<file path="src/rtl/mknf_pkg.sv">
`default_nettype none
// ============================================================================
// Module   : mknf_pkg
// Purpose  : Shared types, forward code table and helper for the inverse
//            search of the 4-bit converter F.
// Revision : 1.0 - initial release
// ============================================================================
package mknf_pkg;

  typedef enum logic [1:0] {
    IDLE  = 2'd0,
    COUNT = 2'd1,
    SCAN  = 2'd2,
    OUT   = 2'd3
  } state_t;

  // Forward map F(X), indexed by X = 0..15
  localparam logic [3:0] F_TABLE [16] = '{
    4'hC, 4'hA, 4'h2, 4'h5, 4'hC, 4'h7, 4'hD, 4'h2,
    4'h2, 4'h7, 4'h0, 4'h3, 4'h8, 4'h4, 4'h4, 4'h0
  };

  localparam logic [3:0] CAND_LAST = 4'hF;

  function automatic logic [3:0] mknf_f(input logic [3:0] x);
    return F_TABLE[x];
  endfunction

endpackage
`default_nettype wire

</file>
<file path="src/rtl/mknf_inv_search_if.sv">
`default_nettype none
// ============================================================================
// Module   : mknf_inv_search_if
// Purpose  : Request (Y) and result (X preimage) valid/ready streams.
// Revision : 1.0 - initial release
// ============================================================================
interface mknf_inv_search_if;
  logic       in_valid;
  logic       in_ready;
  logic [3:0] in_y;
  logic       out_valid;
  logic       out_ready;
  logic [3:0] out_x;
  logic       out_last;
  logic       out_none;
  logic [4:0] out_count;

  // Block side: consumes requests, produces result beats
  modport slave (
    input  in_valid, in_y, out_ready,
    output in_ready, out_valid, out_x, out_last, out_none, out_count
  );

  // Environment side: issues requests, sinks result beats
  modport master (
    output in_valid, in_y, out_ready,
    input  in_ready, out_valid, out_x, out_last, out_none, out_count
  );
endinterface
`default_nettype wire

</file>
<file path="src/rtl/mknf_inv_ctrl.sv">
`default_nettype none
// ============================================================================
// Module   : mknf_inv_ctrl
// Purpose  : Sweep FSM for the inverse search; owns candidate, beat index and
//            match count, and tells the top when to load a result beat.
// Revision : 1.0 - initial release
// ============================================================================
module mknf_inv_ctrl
  import mknf_pkg::*;
#(
  parameter bit FIRST_ONLY = 1'b0
) (
  input  wire logic       clk,
  input  wire logic       rst,
  input  wire logic       i_in_valid,
  input  wire logic       i_out_ready,
  input  wire logic       i_hit,         // F(o_eval_cand) == requested Y
  input  wire logic       i_beat_last,   // beat currently presented is last
  output logic            o_in_ready,
  output logic            o_out_valid,
  output logic            o_accept,
  output logic [3:0]      o_eval_cand,
  output logic            o_load,
  output logic            o_load_last,
  output logic            o_load_none,
  output logic [4:0]      o_load_count
);

  state_t     r_state, w_state_n;
  logic [3:0] r_cand,  w_cand_n;
  logic [4:0] r_idx,   w_idx_n;
  logic [4:0] r_count, w_count_n;
  logic [4:0] w_count_inc;

  assign w_count_inc = r_count + {4'd0, i_hit};
  assign o_in_ready  = (r_state == IDLE) && !rst;
  assign o_out_valid = (r_state == OUT);

  // State and sweep registers
  always_ff @(posedge clk or posedge rst) begin
    if (rst) begin
      r_state <= IDLE;
      r_cand  <= 4'd0;
      r_idx   <= 5'd0;
      r_count <= 5'd0;
    end else begin
      r_state <= w_state_n;
      r_cand  <= w_cand_n;
      r_idx   <= w_idx_n;
      r_count <= w_count_n;
    end
  end

  // Next-state, sweep bookkeeping and beat-load decisions
  always_comb begin
    w_state_n    = r_state;
    w_cand_n     = r_cand;
    w_idx_n      = r_idx;
    w_count_n    = r_count;
    o_accept     = 1'b0;
    o_eval_cand  = r_cand;
    o_load       = 1'b0;
    o_load_last  = 1'b0;
    o_load_none  = 1'b0;
    o_load_count = 5'd0;
    case (r_state)
      IDLE: begin
        if (i_in_valid) begin
          o_accept  = 1'b1;
          w_cand_n  = 4'd0;
          w_idx_n   = 5'd0;
          w_count_n = 5'd0;
          w_state_n = FIRST_ONLY ? SCAN : COUNT;
        end
      end
      COUNT: begin
        w_count_n = w_count_inc;
        if (r_cand == CAND_LAST) begin
          if (w_count_inc == 5'd0) begin
            o_load      = 1'b1;
            o_load_none = 1'b1;
            o_load_last = 1'b1;
            w_state_n   = OUT;
          end else begin
            w_cand_n  = 4'd0;
            w_state_n = SCAN;
          end
        end else begin
          w_cand_n = r_cand + 4'd1;
        end
      end
      SCAN: begin
        if (i_hit) begin
          o_load       = 1'b1;
          o_load_last  = FIRST_ONLY ? 1'b1 : (r_idx + 5'd1 == r_count);
          o_load_count = FIRST_ONLY ? 5'd1 : r_count;
          w_state_n    = OUT;
        end else if (r_cand == CAND_LAST) begin
          // Only reachable without a count pass (empty preimage set)
          o_load      = 1'b1;
          o_load_none = 1'b1;
          o_load_last = 1'b1;
          w_state_n   = OUT;
        end else begin
          w_cand_n = r_cand + 4'd1;
        end
      end
      OUT: begin
        // The handshake cycle also tests cand+1, so adjacent hits go out
        // back-to-back and a beat for X always lands 18+X after acceptance.
        o_eval_cand = r_cand + 4'd1;
        if (i_out_ready) begin
          if (i_beat_last) begin
            w_state_n = IDLE;
          end else begin
            w_idx_n = r_idx + 5'd1;
            if (i_hit) begin
              o_load       = 1'b1;
              o_load_last  = (r_idx + 5'd2 == r_count);
              o_load_count = r_count;
              w_cand_n     = r_cand + 4'd1;
            end else begin
              // cand+1 already missed; more hits remain so cand+2 <= 15
              w_cand_n  = r_cand + 4'd2;
              w_state_n = SCAN;
            end
          end
        end
      end
      default: w_state_n = IDLE;
    endcase
  end

endmodule
`default_nettype wire

</file>
<file path="src/rtl/mknf_inv_search.sv">
`default_nettype none
// ============================================================================
// Module   : mknf_inv_search
// Purpose  : Streams the full preimage set {X : F(X) = Y} of a requested Y in
//            ascending order, or a single "none" beat when it is empty.
// Revision : 1.0 - initial release
// ============================================================================
module mknf_inv_search
  import mknf_pkg::*;
#(
  parameter bit FIRST_ONLY = 1'b0
) (
  input  wire logic          clk,
  input  wire logic          rst,
  mknf_inv_search_if.slave   bus
);

  logic       w_accept;
  logic       w_out_valid;
  logic       w_in_ready;
  logic [3:0] w_eval_cand;
  logic       w_hit;
  logic       w_load;
  logic       w_load_last;
  logic       w_load_none;
  logic [4:0] w_load_count;

  logic [3:0] r_y_q;
  logic [3:0] r_out_x;
  logic       r_out_last;
  logic       r_out_none;
  logic [4:0] r_out_count;

  assign w_hit = (mknf_f(w_eval_cand) == r_y_q);

  mknf_inv_ctrl #(.FIRST_ONLY(FIRST_ONLY)) u_ctrl (
    .clk          (clk),
    .rst          (rst),
    .i_in_valid   (bus.in_valid),
    .i_out_ready  (bus.out_ready),
    .i_hit        (w_hit),
    .i_beat_last  (r_out_last),
    .o_in_ready   (w_in_ready),
    .o_out_valid  (w_out_valid),
    .o_accept     (w_accept),
    .o_eval_cand  (w_eval_cand),
    .o_load       (w_load),
    .o_load_last  (w_load_last),
    .o_load_none  (w_load_none),
    .o_load_count (w_load_count)
  );

  // Latch Y at acceptance and the result beat whenever the FSM loads one
  always_ff @(posedge clk or posedge rst) begin
    if (rst) begin
      r_y_q       <= 4'd0;
      r_out_x     <= 4'd0;
      r_out_last  <= 1'b0;
      r_out_none  <= 1'b0;
      r_out_count <= 5'd0;
    end else begin
      if (w_accept) begin
        r_y_q <= bus.in_y;
      end
      if (w_load) begin
        r_out_x     <= w_load_none ? 4'd0 : w_eval_cand;
        r_out_last  <= w_load_last;
        r_out_none  <= w_load_none;
        r_out_count <= w_load_count;
      end
    end
  end

  assign bus.in_ready  = w_in_ready;
  assign bus.out_valid = w_out_valid;
  assign bus.out_x     = r_out_x;
  assign bus.out_last  = r_out_last;
  assign bus.out_none  = r_out_none;
  assign bus.out_count = r_out_count;

endmodule
`default_nettype wire

</file>
<file path="src/flat_wrapper.sv">
// flat-port wrapper written by rule: the top's interface ports become plain ports
module mknf_inv_search_flat import mknf_pkg::*;
#(
  parameter bit FIRST_ONLY = 1'b0
)
  (clk, rst, bus_in_valid, bus_in_y, bus_out_ready, bus_in_ready, bus_out_valid, bus_out_x, bus_out_last, bus_out_none, bus_out_count);
  mknf_inv_search_if bus_i ();
  input  wire logic clk;
  input  wire logic rst;
  input wire logic [$bits(bus_i.in_valid)-1:0] bus_in_valid;
  input wire logic [$bits(bus_i.in_y)-1:0] bus_in_y;
  input wire logic [$bits(bus_i.out_ready)-1:0] bus_out_ready;
  output wire logic [$bits(bus_i.in_ready)-1:0] bus_in_ready;
  output wire logic [$bits(bus_i.out_valid)-1:0] bus_out_valid;
  output wire logic [$bits(bus_i.out_x)-1:0] bus_out_x;
  output wire logic [$bits(bus_i.out_last)-1:0] bus_out_last;
  output wire logic [$bits(bus_i.out_none)-1:0] bus_out_none;
  output wire logic [$bits(bus_i.out_count)-1:0] bus_out_count;
  assign bus_i.in_valid = bus_in_valid;
  assign bus_i.in_y = bus_in_y;
  assign bus_i.out_ready = bus_out_ready;
  assign bus_in_ready = bus_i.in_ready;
  assign bus_out_valid = bus_i.out_valid;
  assign bus_out_x = bus_i.out_x;
  assign bus_out_last = bus_i.out_last;
  assign bus_out_none = bus_i.out_none;
  assign bus_out_count = bus_i.out_count;
  mknf_inv_search #(.FIRST_ONLY(FIRST_ONLY)) u_core (.clk(clk), .rst(rst), .bus(bus_i));
endmodule
</file>
<file path="config.mk">
export PLATFORM = sky130hd
export DESIGN_NAME = mknf_inv_search_flat
export DESIGN_NICKNAME = d
export VERILOG_FILES = /design/src/rtl/mknf_pkg.sv /design/src/rtl/mknf_inv_search_if.sv /design/src/rtl/mknf_inv_ctrl.sv /design/src/rtl/mknf_inv_search.sv /design/src/flat_wrapper.sv
export SDC_FILE = /design/constraint.sdc
export NUM_CORES = 1
export LEC_CHECK = 0
export ABC_AREA = 1
export CAP_MARGIN = 10
export CORE_AREA = 3 3 78 80
export CTS_CLUSTER_DIAMETER = 50
export DETAILED_ROUTE_END_ITERATION = 8
export DIE_AREA = 0 0 81 83
export GPL_TIMING_DRIVEN = 0
export PLACE_DENSITY = 0.72
export SYNTH_ARGS = -nofsm -noshare
export SYNTH_HDL_FRONTEND = slang
export SYNTH_SLANG_ARGS = --single-unit
</file>
<file path="constraint.sdc">
create_clock -name clk -period 5.7 [get_ports clk]
set_input_delay 1.425 -clock clk [delete_from_list [all_inputs] [get_ports clk]]
set_output_delay 1.425 -clock clk [all_outputs]
set_load 0.02 [all_outputs]
</file>
# Word-level counts from Yosys, hierarchy flattened
# Memory sizes are Yosys's and may differ from the RTL's.
# Cells that the tools add are included.
# W data, S select, Z words.
[classes] magnitude_cmp=1 n_mux=48 bitwise_logic=1 eq_ne=16 reduce_logical=10 div_mod_pow=0 add_sub_neg=5 multipliers=0 shifts=0
[op_table] operator="$mux W4" count=12
[op_table] operator="$mux W5" count=6
[op_table] operator="$pmux W5 S2" count=3
[op_table] operator="$pmux W4 S4" count=1
[op_table] operator="$mux W1" count=15
[op_table] operator="$mux W2" count=7
[op_table] operator="$ne A2 B2 Y1 const B" count=6
[op_table] operator="$eq A5 B5 Y1" count=2
[op_table] operator="$pmux W2 S4" count=1
[op_table] operator="$ne A3 B3 Y1 const B" count=2
[op_table] operator="$pmux W1 S3" count=2
[op_table] operator="$reduce_and A6 Y1" count=1
[op_table] operator="$add A5 B1 Y5" count=1
[op_table] operator="$add A5 B1 Y5 const B" count=1
[op_table] operator="$add A5 B2 Y5 const B" count=1
[op_table] operator="$ge A5 B5 Y1 const B" count=1
[op_table] operator="$logic_not A5 Y1" count=1
[op_table] operator="$not A4 Y5" count=1
[op_table] operator="$reduce_and A5 Y1" count=1
[op_table] operator="$add A4 B1 Y4 const B" count=1
[op_table] operator="$add A4 B2 Y4 const B" count=1
[op_table] operator="$eq A2 B2 Y1 const B" count=2
[op_table] operator="$eq A4 B4 Y1" count=1
[op_table] operator="$eq A4 B4 Y1 const B" count=1
[op_table] operator="other kinds (9)" count=10
[totals] mem_count=1 register_bits=31 romBits=64 output_inout_bits=13 latch_bits=0 ramBits=0
[mem_list] name="(name not given)" depth=16 width=4 rd=1 rd_clocked_by_memory_dff=0 write_ports=0 line="mknf_pkg.sv:26" text="return F_TABLE[x];"

# Depth between registers and ports, before layout
[depth] ltp_word=13 mapped_depth=26 ltp_nobuf=26

# Hierarchy
# From an unflattened synthesis, not the netlist that was laid out.
[unflattened] hier_cells=349 area_unflattened_um2=2349.8
[modules_own_cells] mod="mknf_inv_ctrl" area_per_inst_um2=1545.2 cells_per_inst=240 instances=1
[modules_own_cells] mod="mknf_inv_search" area_per_inst_um2=804.5 cells_per_inst=109 instances=1

# Worst setup path after synthesis
# No wires, ideal clock.
[synth_timing] path_type="register -> register" startpoint="reg u_core.u_ctrl.r_state[0]" endpoint="reg u_core.r_out_x[1], in the netlist u_core.bus.out_x[1]" required_time_ps=5584 arrival_ps=3259 stages_incl_launch_ff=27 path_slack_ps=2325 n_path_buf=1 setup_ps=116 path_cell_list="dfrtp_1 > ha_1 > inv_2 > nand2_1 > nand2_1 > inv_2 > ha_1 > inv_1 > nand3_1 > nand3_2 > nand2_1 > nand2_1 > nand2_1 > nand2_1 > nor2_2 > ha_1 > nand3_1 > xor2_1 > nand2_1 > nor3_1 > and2_1 > nand3_1 > nand2_1 > o21ai_1 > buf_4 > nand2_1 > nand2_1"
[synth_between] elab_chain_cells=13
[synth_rtl] item="start: declaration" line="mknf_inv_ctrl.sv:29" text="state_t r_state, w_state_n;"
[synth_rtl] item="start signal: assignment" line="mknf_inv_ctrl.sv:47" text="r_state <= w_state_n;"
[synth_rtl] item="$eq A2 B2 Y1" line="mknf_inv_ctrl.sv:66" text="case (r_state)"
[synth_rtl] item="$mux W4" line="mknf_inv_ctrl.sv:66"
[synth_rtl] item="$not A4 Y5 (not written as such)" line="mknf_pkg.sv:26"
[synth_rtl] item="$mem_v2 Z16 W4"
[synth_rtl] item="$mux W4 (not written as such) (2 in a row)" line="mknf_pkg.sv:26"
[synth_rtl] item="$eq A4 B4 Y1" line="mknf_inv_search.sv:34" text="assign w_hit = (mknf_f(w_eval_cand) == r_y_q);"
[synth_rtl] item="$add A5 B1 Y5" line="mknf_inv_ctrl.sv:35" text="assign w_count_inc = r_count + {4'd0, i_hit};"
[synth_rtl] item="$logic_not A5 Y1" line="mknf_inv_ctrl.sv:79" text="if (w_count_inc == 5'd0) begin"
[synth_rtl] item="$mux W1" line="mknf_inv_ctrl.sv:79"
[synth_rtl] item="$mux W1" line="mknf_inv_ctrl.sv:78" text="if (r_cand == CAND_LAST) begin"
[synth_rtl] item="$pmux W1 S2" line="mknf_inv_ctrl.sv:66"
[synth_rtl] item="$mux W4" line="mknf_inv_search.sv:66" text="r_out_x <= w_load_none ? 4'd0 : w_eval_cand;"
[synth_rtl] item="end signal: assignment" line="mknf_inv_search.sv:66"
[synth_rtl] item="end: declaration" line="mknf_inv_search.sv:29" text="logic [3:0] r_out_x;"
# Several ways; a longest one is shown, not always the timed one. The select of a mux whose other input is x is not followed.
# A chain may end at the register's enable or synchronous reset.

# Final worst setup path
[layout_timing] startpoint="reg u_core.u_ctrl.r_state[0]" endpoint="reg u_core.r_out_x[2], in the netlist u_core.bus.out_x[2]"
# The elaborated chain is that of the path after synthesis.

==> flow_summary.json <==
{
  "io_pins": 21,
  "syn_inst": 352,
  "gp_congestion": 0.889,
  "synth_seq_area_share": 0.321,
  "clockBufferDepth": 2,
  "p_switching_mw": 0.621,
  "viasPerCell": 5.13,
  "irDropWorstVdd_v": 0.000320,
  "arrival_ns": 4.28,
  "use_met3": 0.0336,
  "cp_max_fo": 10,
  "cts_setup_buffers": 0,
  "dr.pass1.iters": 4,
  "drcViolationCount": 0,
  "required_ns": 5.88,
  "drive_gt1_frac": 0.0945,
  "ys_seq_elements": 31,
  "port-buffer-count": 20,
  "final.setup.tns_ns": 0,
  "fmaxAchievable_ghz": 0.243,
  "dpl-instance-area_mm2": 0.00274,
  "clkLatencyLatePin_ns": 0.29,
  "clkSlewWorstSetupHoldPaths_ns": 0.07,
  "post-route-period-util": 0.721,
  "met1_usage": 0.239,
  "root_buffer": "clkbuf_8",
  "clock_sinks": 31,
  "drtAntennaViolNets": 0,
  "wl_per_cell_um": 12.3,
  "grt_max_degree": 20,
  "async_flop_share": 1.00,
  "p_seq_frac": 0.240,
  "outcome": "completed",
  "gr-max-usage-layer": "met2",
  "synthFlopType": "dfrtp_1",
  "syn_area_mm2": 0.00242,
  "utilization": 0.521,
  "holdCritPathClass": "reg2reg",
  "power_frac_comb": 0.580,
  "cellPowerDensity_mw_per_mm2": 451,
  "max_slew_margin": 0.598,
  "cp-end-kind": "flop",
  "vias": 2325,
  "grt_pass1_wl_um": 9900,
  "cts_tree": "yes",
  "fin_area_mm2": 0.00285,
  "setup_viol_count_final": 0,
  "yosysUniqueCellTypes": 33,
  "drt_wl_total_um": 5550,
  "fin_nets": 402,
  "synth-edff-count": 0,
  "cp-start-kind": "flop",
  "cts-resized-gates": 0,
  "sw_frac_of_total": 0.483,
  "tightest_slew_ns": 0.602,
  "nFillCells": 535,
  "syn-num-nets": 374,
  "syn_area_per_cell_um2": 6.87,
  "hold_buffers": 0,
  "cts_max_level": 2,
  "area.growth.synth_to_final_pct": 18.0,
  "hpwl_um": 4400,
  "diodes": 0,
  "dpl_worst_slack_ns": 1.66,
  "drt-initial-drc-count": 103,
  "synth_warnings": 0,
  "leakage_nw": 1.48,
  "floorplan.initialDensity": 0.442,
  "clockPowerShare": 0.179,
  "setup_slack_ns": 1.59,
  "rsz0062_at_grt": "false",
  "antenna_found_initial": 0,
  "clock_skew_ns": 0.00678,
  "cts_buffers": 5,
  "final_cell_mix": "nand2_1, nand3_1, inv_1",
  "die_w_um": 81,
  "internal_power_mw": 0.665,
  "grt-ovfl-total": 0,
  "mostFrequentLayoutCell": "nand2_1",
  "reg2reg_slack_ns": 1.59,
  "hold_ws_ns": 0.470,
  "drv_cap": 0,
  "first_global_vias": 2272,
  "core_mm2": 0.00547,
  "worst-setup-path-type": "reg2reg",
  "drv_slew": 0,
  "die-area_mm2": 0.00672,
  "fp.dieH_um": 83,
  "hold_viol": 0,
  "met2_usage": 0.302,
  "fin_crit_ns": 4.11,
  "track_usage": 0.182,
  "rows": 27
}
[through the flow]
| stage | power [mW] | cells |
|---|---|---|
| finish | 1.29 | 453 |
| global route | 1.41 | 453 |
| floorplan | 0.867 | 352 |
| CTS | 1.29 | 453 |
| detailed placement | 1.05 | 445 |
| global placement | 1.03 | 444 |
[routing by layer]
layer | up-vias | part of all wire
met4 | 0 | 0.015
met5 | - | 0
met2 | 32 | 0.49
met3 | 9 | 0.035
li1 | 1195 | -
met1 | 1089 | 0.46
[power groups by stage]
stage	logic, mW	clock network (mW)	registers, mW
after floorplan	0.549	0	0.318
after global placement	0.721	0	0.312
after detailed placement	0.738	0	0.313
after CTS	0.743	0.235	0.309
after global routing	0.849	0.246	0.317
final	0.746	0.231	0.309
[final timing paths]
path / start / to / depth (start not counted)
min in group asynchronous: rst / u_core.bus.out_x[0]$_DFFE_PP0P_ / 2
worst max register to register: u_core.u_ctrl.r_state[0]$_DFFE_PP0P_ / u_core.bus.out_x[2]$_DFFE_PP0P_ / 25
worst max-delay path: u_core.u_ctrl.r_state[0]$_DFFE_PP0P_ / u_core.bus.out_x[2]$_DFFE_PP0P_ / 25
max in group asynchronous: rst / u_core.u_ctrl.r_cand[0]$_DFFE_PP0P_ / 3
worst min-delay path: u_core.bus.out_count[4]$_DFFE_PP0P_ / u_core.bus.out_count[4]$_DFFE_PP0P_ / 2
worst min register to register: u_core.bus.out_count[4]$_DFFE_PP0P_ / u_core.bus.out_count[4]$_DFFE_PP0P_ / 2
[cells by family (layout without fill, tap and decap cells)]
logic type,after synthesis,after routing,synth area share
fa+ha+maj,14,14,0.0725
flops,31,31,0.321
compound gates,33,33,0.0756
buf+inv,46,75,0.0756
xor+xnor,14,14,0.0507
simple gates,214,214,0.405
[layout make-up]
type | count | area (um^2) | share of cell area
flip-flops and latches | 31 | 776 | 0.272
well taps | 72 | 90.1 | 0.0316
clock inverters | 2 | 35.0 | 0.0123
repair buffers | 21 | 228 | 0.0798
inverters | 40 | 150 | 0.0526
multi-input cells | 275 | 1460 | 0.511
clock buffers | 6 | 82.6 | 0.0289
plain buffers | 6 | 32.5 | 0.0114
[synth_stat cells (2+ instances only)]
cell / instances / share of area
a21oi_1: 6 / 0.012
buf_4: 2 / 0.0062
clkbuf_1: 2 / 0.0031
dfrtp_1: 31 / 0.32
ha_1: 14 / 0.072
inv_1: 36 / 0.056
inv_2: 4 / 0.0062
nand2_1: 118 / 0.18
nand2_2: 5 / 0.013
nand2_4: 2 / 0.0093
nand3_1: 49 / 0.10
nand3_2: 6 / 0.025
nand4_1: 3 / 0.0078
nor2_1: 21 / 0.033
nor2_2: 2 / 0.0052
nor3_1: 2 / 0.0041
o21ai_0: 16 / 0.033
o21ai_1: 2 / 0.0041
o22ai_1: 5 / 0.013
xnor2_1: 3 / 0.011
xor2_1: 11 / 0.040
[critical path, stage by stage, from the launching register on]
cell and delay, ns:
dfrtp_1 0.46, ha_1 0.29, inv_2 0.14, nand2_1 0.06, nand2_1 0.16, inv_2 0.08
ha_1 0.27, inv_1 0.05, nand3_1 0.13, nand3_2 0.12, nand2_1 0.10, nand2_1 0.06
nand2_1 0.07, nand2_1 0.06, nor2_2 0.30, ha_1 0.24, nand2_1 0.08, nor3_1 0.18
xor2_1 0.22, and2_1 0.22, nand3_1 0.17, nand2_1 0.14, o21ai_1 0.09, buf_4 0.18
nand2_1 0.06, nand2_1 0.05
[registers in the layout, summed over array words and instances, names as in the netlist]
name	count
u_core.u_ctrl.r_cand	4
u_core.u_ctrl.r_state	2
u_core.u_ctrl.r_count	5
u_core.bus.out_count	5
u_core.u_ctrl.r_idx	5
u_core.r_y_q	4
u_core.bus.out_last	1
u_core.bus.out_none	1
u_core.bus.out_x	4
Note: power is estimated with default switching activity, not from simulation.
